===== src/rtl/vfpu_pkg.sv =====
`default_nettype none
// +--------------------------------------------------------------------------+
// | vfpu_pkg : shared types for the vector FPU writeback stage               |
// | Rev 1.0  : initial release                                               |
// +--------------------------------------------------------------------------+
package vfpu_pkg;

  localparam int SIG_WIDTH    = 23;
  localparam int EXP_WIDTH    = 8;
  localparam int VECTOR_LANES = 16;
  localparam int DATA_WIDTH   = SIG_WIDTH + EXP_WIDTH + 1;
  localparam int ADDR_WIDTH   = 5;

  typedef logic [VECTOR_LANES-1:0][DATA_WIDTH-1:0] lane_vec_t;

  typedef struct packed {
    logic                  valid;
    logic [ADDR_WIDTH-1:0] rd;
  } wb_tag_t;

  typedef struct packed {
    logic [ADDR_WIDTH-1:0] rd;
    lane_vec_t             data;
  } wb_entry_t;

  // Bits needed to hold the values 0..max_val inclusive.
  function automatic int cnt_width(input int max_val);
    return (max_val < 2) ? 1 : $clog2(max_val + 1);
  endfunction

endpackage
`default_nettype wire


===== src/rtl/vfpu_wb_fifo.sv =====
`default_nettype none
// +--------------------------------------------------------------------------+
// | vfpu_wb_fifo : circular synchronous FIFO with occupancy count            |
// | Rev 1.0      : initial release                                           |
// +--------------------------------------------------------------------------+
module vfpu_wb_fifo #(
  parameter int WIDTH = 8,
  parameter int DEPTH = 4,
  parameter int CNT_W = $clog2(DEPTH + 1)
) (
  input  logic             clk,
  input  logic             rst_n,
  input  logic             push,
  input  logic [WIDTH-1:0] push_data,
  input  logic             pop,
  output logic [WIDTH-1:0] head_data,
  output logic             empty,
  output logic [CNT_W-1:0] count
);

  localparam int PTR_W = (DEPTH < 2) ? 1 : $clog2(DEPTH);

  logic [WIDTH-1:0] mem_q [DEPTH];
  logic [PTR_W-1:0] wr_ptr_q, wr_ptr_d;
  logic [PTR_W-1:0] rd_ptr_q, rd_ptr_d;
  logic [CNT_W-1:0] count_q, count_d;
  logic             full;
  logic             do_push, do_pop;

  function automatic logic [PTR_W-1:0] ptr_inc(input logic [PTR_W-1:0] p);
    return (p == PTR_W'(DEPTH - 1)) ? '0 : p + 1'b1;
  endfunction

  assign empty = (count_q == '0);
  assign full  = (count_q == CNT_W'(DEPTH));
  assign count = count_q;
  // Zero the head when empty so the consumer sees clean data out of reset.
  assign head_data = empty ? '0 : mem_q[rd_ptr_q];

  always_comb begin
    do_pop   = pop & ~empty;
    do_push  = push & (~full | do_pop);
    wr_ptr_d = do_push ? ptr_inc(wr_ptr_q) : wr_ptr_q;
    rd_ptr_d = do_pop  ? ptr_inc(rd_ptr_q) : rd_ptr_q;
    count_d  = count_q;
    case ({do_push, do_pop})
      2'b10:   count_d = count_q + 1'b1;
      2'b01:   count_d = count_q - 1'b1;
      default: count_d = count_q;
    endcase
  end

  always_ff @(posedge clk or negedge rst_n) begin
    if (!rst_n) begin
      wr_ptr_q <= '0;
      rd_ptr_q <= '0;
      count_q  <= '0;
    end else begin
      wr_ptr_q <= wr_ptr_d;
      rd_ptr_q <= rd_ptr_d;
      count_q  <= count_d;
    end
  end

  always_ff @(posedge clk) begin
    if (do_push) begin
      mem_q[wr_ptr_q] <= push_data;
    end
  end

  a_no_overflow: assert property (@(posedge clk) disable iff (!rst_n) !(push && full && !pop));

endmodule
`default_nettype wire


===== src/rtl/vfpu_wb_ctrl.sv =====
`default_nettype none
// +--------------------------------------------------------------------------+
// | vfpu_wb_ctrl : tags FPU ops, captures matured results, buffers them and  |
// |                drains to the vector register file under issue credit    |
// | Rev 1.0      : initial release                                           |
// +--------------------------------------------------------------------------+
module vfpu_wb_ctrl
  import vfpu_pkg::*;
#(
  parameter int SIG_WIDTH    = 23,
  parameter int EXP_WIDTH    = 8,
  parameter int VECTOR_LANES = 16,
  parameter int NUM_STAGES   = 3,
  parameter int DATA_WIDTH   = SIG_WIDTH + EXP_WIDTH + 1,
  parameter int ADDR_WIDTH   = 5,
  parameter int FIFO_DEPTH   = 4
) (
  input  logic                                     clk,
  input  logic                                     rst_n,
  input  logic                                     en,
  input  logic                                     issue_valid,
  input  logic [ADDR_WIDTH-1:0]                    issue_rd,
  output logic                                     issue_ready,
  input  logic [VECTOR_LANES-1:0][DATA_WIDTH-1:0]  fpu_out,
  output logic                                     wb_valid,
  input  logic                                     wb_ready,
  output logic [ADDR_WIDTH-1:0]                    wb_addr,
  output logic [VECTOR_LANES-1:0][DATA_WIDTH-1:0]  wb_data,
  output logic                                     idle
);

  localparam int CNT_W = cnt_width(FIFO_DEPTH);
  localparam int INF_W = cnt_width(NUM_STAGES);

  wb_tag_t [NUM_STAGES-1:0] tag_q, tag_d;
  logic    [INF_W-1:0]      inflight_q, inflight_d;
  logic    [CNT_W-1:0]      fifo_count;
  logic                     fifo_empty;
  logic                     accept, capture;
  wb_entry_t                push_entry, head_entry;

  always_comb begin
    // Credit looks only at registered occupancy, keeping wb_ready off this path.
    issue_ready = (int'(inflight_q) + int'(fifo_count)) < FIFO_DEPTH;
    accept      = issue_valid & issue_ready & en;
    capture     = en & tag_q[NUM_STAGES-1].valid;

    tag_d = tag_q;
    if (en) begin
      tag_d[0] = {accept, issue_rd};
      for (int i = 1; i < NUM_STAGES; i++) begin
        tag_d[i] = tag_q[i-1];
      end
    end

    inflight_d = inflight_q;
    case ({accept, capture})
      2'b10:   inflight_d = inflight_q + 1'b1;
      2'b01:   inflight_d = inflight_q - 1'b1;
      default: inflight_d = inflight_q;
    endcase

    push_entry = {tag_q[NUM_STAGES-1].rd, fpu_out};
  end

  always_ff @(posedge clk or negedge rst_n) begin
    if (!rst_n) begin
      tag_q      <= '0;
      inflight_q <= '0;
    end else begin
      tag_q      <= tag_d;
      inflight_q <= inflight_d;
    end
  end

  vfpu_wb_fifo #(
    .WIDTH (($bits(wb_entry_t))),
    .DEPTH (FIFO_DEPTH),
    .CNT_W (CNT_W)
  ) u_fifo (
    .clk       (clk),
    .rst_n     (rst_n),
    .push      (capture),
    .push_data (push_entry),
    .pop       (wb_ready),
    .head_data (head_entry),
    .empty     (fifo_empty),
    .count     (fifo_count)
  );

  assign wb_valid = ~fifo_empty;
  assign wb_addr  = head_entry.rd;
  assign wb_data  = head_entry.data;
  assign idle     = (inflight_q == '0) & fifo_empty;

endmodule
`default_nettype wire


===== config.mk =====
export PLATFORM = sky130hd
export DESIGN_NAME = vfpu_wb_ctrl
export DESIGN_NICKNAME = d
export VERILOG_FILES = /design/src/rtl/vfpu_pkg.sv /design/src/rtl/vfpu_wb_fifo.sv /design/src/rtl/vfpu_wb_ctrl.sv
export SDC_FILE = /design/constraint.sdc
export NUM_CORES = 2
export LEC_CHECK = 0
export BUFFER_PORTS_ARGS = -buffer_cell sky130_fd_sc_hd__buf_4
export CELL_PAD_IN_SITES_DETAIL_PLACEMENT = 2
export CELL_PAD_IN_SITES_GLOBAL_PLACEMENT = 2
export CORE_ASPECT_RATIO = 1.25
export CORE_MARGIN = 3
export CORE_UTILIZATION = 35
export CTS_BUF_LIST = sky130_fd_sc_hd__clkbuf_4 sky130_fd_sc_hd__clkbuf_8
export CTS_CLUSTER_SIZE = 16
export DETAILED_ROUTE_END_ITERATION = 6
export PLACE_DENSITY = 0.71
export SETUP_SLACK_MARGIN = 0.02
export SLEW_MARGIN = 10
export SYNTH_ARGS = -nofsm -noshare
export SYNTH_HDL_FRONTEND = slang
export SYNTH_SLANG_ARGS = --single-unit

===== constraint.sdc =====
create_clock -name clk -period 37.7 [get_ports clk]
set_clock_uncertainty 0.05 [all_clocks]
set_input_delay 7.54 -clock clk [delete_from_list [all_inputs] [get_ports clk]]
set_output_delay 7.54 -clock clk [all_outputs]
set_load 0.01 [all_outputs]

==> impl_metrics.csv <==
group,metric,value,unit
flow_run,cap_violations,0,
yosys,synth_area,80000,um^2
grt,grt_overflow,0,
yosys,yosys.area.top_type,"edfxtp_1",
yosys,synth_common_cells,"2,068 x edfxtp_1, 522 x and2_1, 517 x mux4_2, 61 x buf_2, 58 x clkbuf_1",
detailed_routing,dr.pass1.iters,5,
worst_hold_path,whs_endpoint,"tag_q[11]",
floorplan,rows,195,
detailed_routing,m1WireLength,85.0,mm
layout,area_growth,21.4,%
yosys,syn_avg_cell_area,23.6,um^2
place,portBuffers,1041,
layout,layout-drive-gt1-share,44.3,%
detailed_routing,ant_nets,0,
critical_path,arrival,7400,ps
timing,setup_violations,0,
clocking,clockRootBuffer,"clkbuf_8",
detailed_routing,dr_wl_met3,20.6,mm
critical_path,critPathLaunchType,"flip-flop",
floorplan,start_util,35.3,%
timing,maxSlewHeadroom,13.6,%
timing,period_share,39.8,%
clocking,cts_buffers,347,
pwr,power.share.switching,32.3,%
pwr,clkPwrFrac,26.4,%
timing,whs,454,ps
place,gp_congestion,0.796,
pwr,comb_power_share,35.4,%
yosys,synth_edf_count,2068,
worst_hold_path,whs_path_depth,1,
clocking,cts.sinks,2095,
critical_path,crit_path_max_fanout,44,
critical_path,r2r.worst_path.cells,8,
pwr,seq_power_share,38.2,%
clocking,cts_tree,"built",
layout,fin_cells,7903,
timing,fmax,66.7,MHz
yosys,yosysWarningCount,0,
yosys,synthTopCellsByArea,"edfxtp_1 78%, mux4_2 15%, and2_1 4.1%, buf_12 1.4%, dfrtp_1 0.84%",
timing,setup-tns-final,0,ps
pwr,switchingPower,2430,uW
yosys,ys_seq_area_share,78.5,%
floorplan,die_x,434,um
yosys,synth_top_area_share,77.7,%
place,place_ws,23290,ps
clocking,worstSkewPairLatency,920,ps
grt,grt_pass1_vias,45060,
yosys,yosys_register_bits,2095,
clocking,ctsHoldBuffers,0,
yosys,async_reset_ff_share,1.29,%
detailed_routing,routed_via_density,5.02,
status,status,"completed",
floorplan,dieArea,234000,um^2
pwr,internal_power,5080,uW
critical_path,criticalPathCategory,"flip-flop to output pin",
yosys,syn_nets,3914,
clocking,cts_buffer_depth,4,
timing,worst_slack,22710,ps
critical_path,cp-startpoint,"u_fifo.rd_ptr_q[0]",
detailed_routing,drt-total-wl,235,mm
pwr,vdd_drop_max,61.6,uV
timing,worst_pin_slew,1300,ps
clocking,cts_setup_buffers,0,
layout,finalNetCount,5175,
pwr,leakagePower,0.0328,uW
critical_path,r2r_setup_slack,31350,ps
floorplan,die_h,540,um
floorplan,ios,1042,
detailed_routing,top_layer,"met5",
yosys,syn_inst,3384,
critical_path,r2r-start,"tag_q[17]",
timing,rsz0062_at_grt,"false",
yosys,synth_flop_cell,"edfxtp_1",
critical_path,cp_data_required_time,30110,ps
critical_path,endpoint_kind,"output pin",
yosys,synthDistinctLibCells,36,
worst_hold_path,hp-start,"tag_q[11]",
detailed_routing,vias,39704,
layout,fill_cells,20799,
worst_hold_path,min_path_type,"flip-flop to flip-flop",
detailed_routing,wl_per_cell,29.7,um
timing,hold_viol_final,0,
grt,grt_max_degree,214,
detailed_routing,drc_errors,0,
grt,grt_pass1_wl,336,mm
timing,drv_slew,0,
pwr,cellPowerDensity,77.3,nW/um^2
timing,period_minus_slack,14990,ps
clocking,clk_pin_slew,60,ps
place,dpl.cell_count,7251,
grt,antenna_found_initial,74,
detailed_routing,initialDrtViolationCount,2603,
detailed_routing,dr_wl_met2,121,mm
grt,grt_usage,19.7,%
place,dp_hpwl,152,mm
clocking,htreeDepth,5,
critical_path,rr_endpoint,"u_fifo.mem_q[3][273]",
clocking,ctsResizeCount,0,
floorplan,core_area,226000,um^2
yosys,yosys.cell_count.top_type,"edfxtp_1",
==> worst max-delay path: stages (launching register included) <==
cell	delay [ps]
dfrtp_4	930
buf_4	830
buf_4	660
buf_4	800
buf_4	650
buf_4	680
buf_4	720
mux4_2	610
and2_1	200
buf_4	150
==> worst max path at each step <==
stage | to | slack [ps] | depth (start not counted)
2_1_floorplan | u_fifo.mem_q[0][0] | 16770 | 4
3_3_place_gp | wb_data[283] | 23250 | 9
3_5_place_dp | wb_data[374] | 23290 | 9
4_1_cts | wb_data[309] | 22150 | 9
5_1_grt | wb_data[309] | 21800 | 9
6_report | wb_data[309] | 22710 | 9
==> cells by family (layout without fill, tap and decap cells) <==
kind of cell               Yosys count  in the layout  synth area share (%)
DFF                               2095           2095                  78.5
muxes                              538            538                  14.9
and+or+nand+nor                    538            538                  4.19
buffers and inverters              187           1703                  2.14
AOI/OAI and AO/OA                   15             15                 0.144
adders and majority gates            8              8                 0.135
xor gates and xnor gates             3              3                0.0329
other                                0             48                     0
==> power by group through the flow <==
stage	Combinational [uW]	Clock, uW	Sequential [uW]
2_1_floorplan	1560	0	2980
3_3_place_gp	2660	0	2890
3_5_place_dp	2710	0	2910
4_1_cts	2720	2050	2870
5_1_grt	2830	2140	2880
6_report	2660	1980	2870
==> state kept, by name (all words and copies together), names as in the netlist <==
name / count
u_fifo.rd_ptr_q: 2
tag_q: 13
u_fifo.mem_q: 2068
u_fifo.count: 3
u_fifo.wr_ptr_q: 2
inflight_q: 2
push_entry: 5
==> cell usage in the layout, fill, tap and decap left out, drive strengths merged <==
cell type	n
o221a	1
a31oi	1
clkinv	108
mux4	517
clkbuf	467
nand2b	1
and3b	1
edfxtp	2068
diode	48
o22ai	1
a211o	1
bufinv	9
a21oi	1
nand3	2
fa	1
xor2	1
o311ai	2
buf	1092
o41a	1
nand4	2
dfrtp	27
nand2	2
a311oi	1
a21o	1
a21bo	1
nor2	3
and2	522
clkinvlp	7
o21ai	3
xnor2	2
mux2	21
a21boi	1
or3	1
ha	7
inv	20
nand3b	2
nor3	2
==> layer usage <==
metal | vias to the layer above | track usage, %
met4 | 58 | 7.16
met2 | 1488 | 33.8
met3 | 445 | 7.30
met5 | - | 0
met1 | 21150 | 22.3
li1 | 16563 | -
==> per-stage QoR <==
step | power [uW] | utilization, % | cell area [um^2]
2_1_floorplan | 4540 | - | 80000
3_3_place_gp | 5550 | 39.9 | 90300
3_5_place_dp | 5620 | 39.9 | 90300
4_1_cts | 7640 | 42.8 | 97000
5_1_grt | 7860 | 42.9 | 97100
6_report | 7510 | 42.9 | 97100
==> final cells by class <==
| cell class | count | area, um^2 | area share [%] |
|---|---|---|---|
| diodes | 48 | 120 | 0.124 |
| clock buffers | 467 | 5740 | 5.91 |
| clock inverters | 137 | 940 | 0.968 |
| inverters | 7 | 26.3 | 0.0271 |
| multi-input cells | 1102 | 15500 | 16.0 |
| flip-flops and latches | 2095 | 62800 | 64.6 |
| well taps | 2955 | 3700 | 3.81 |
| repair buffers | 1092 | 8310 | 8.56 |
No activity file was read; power rests on OpenSTA's default activity.
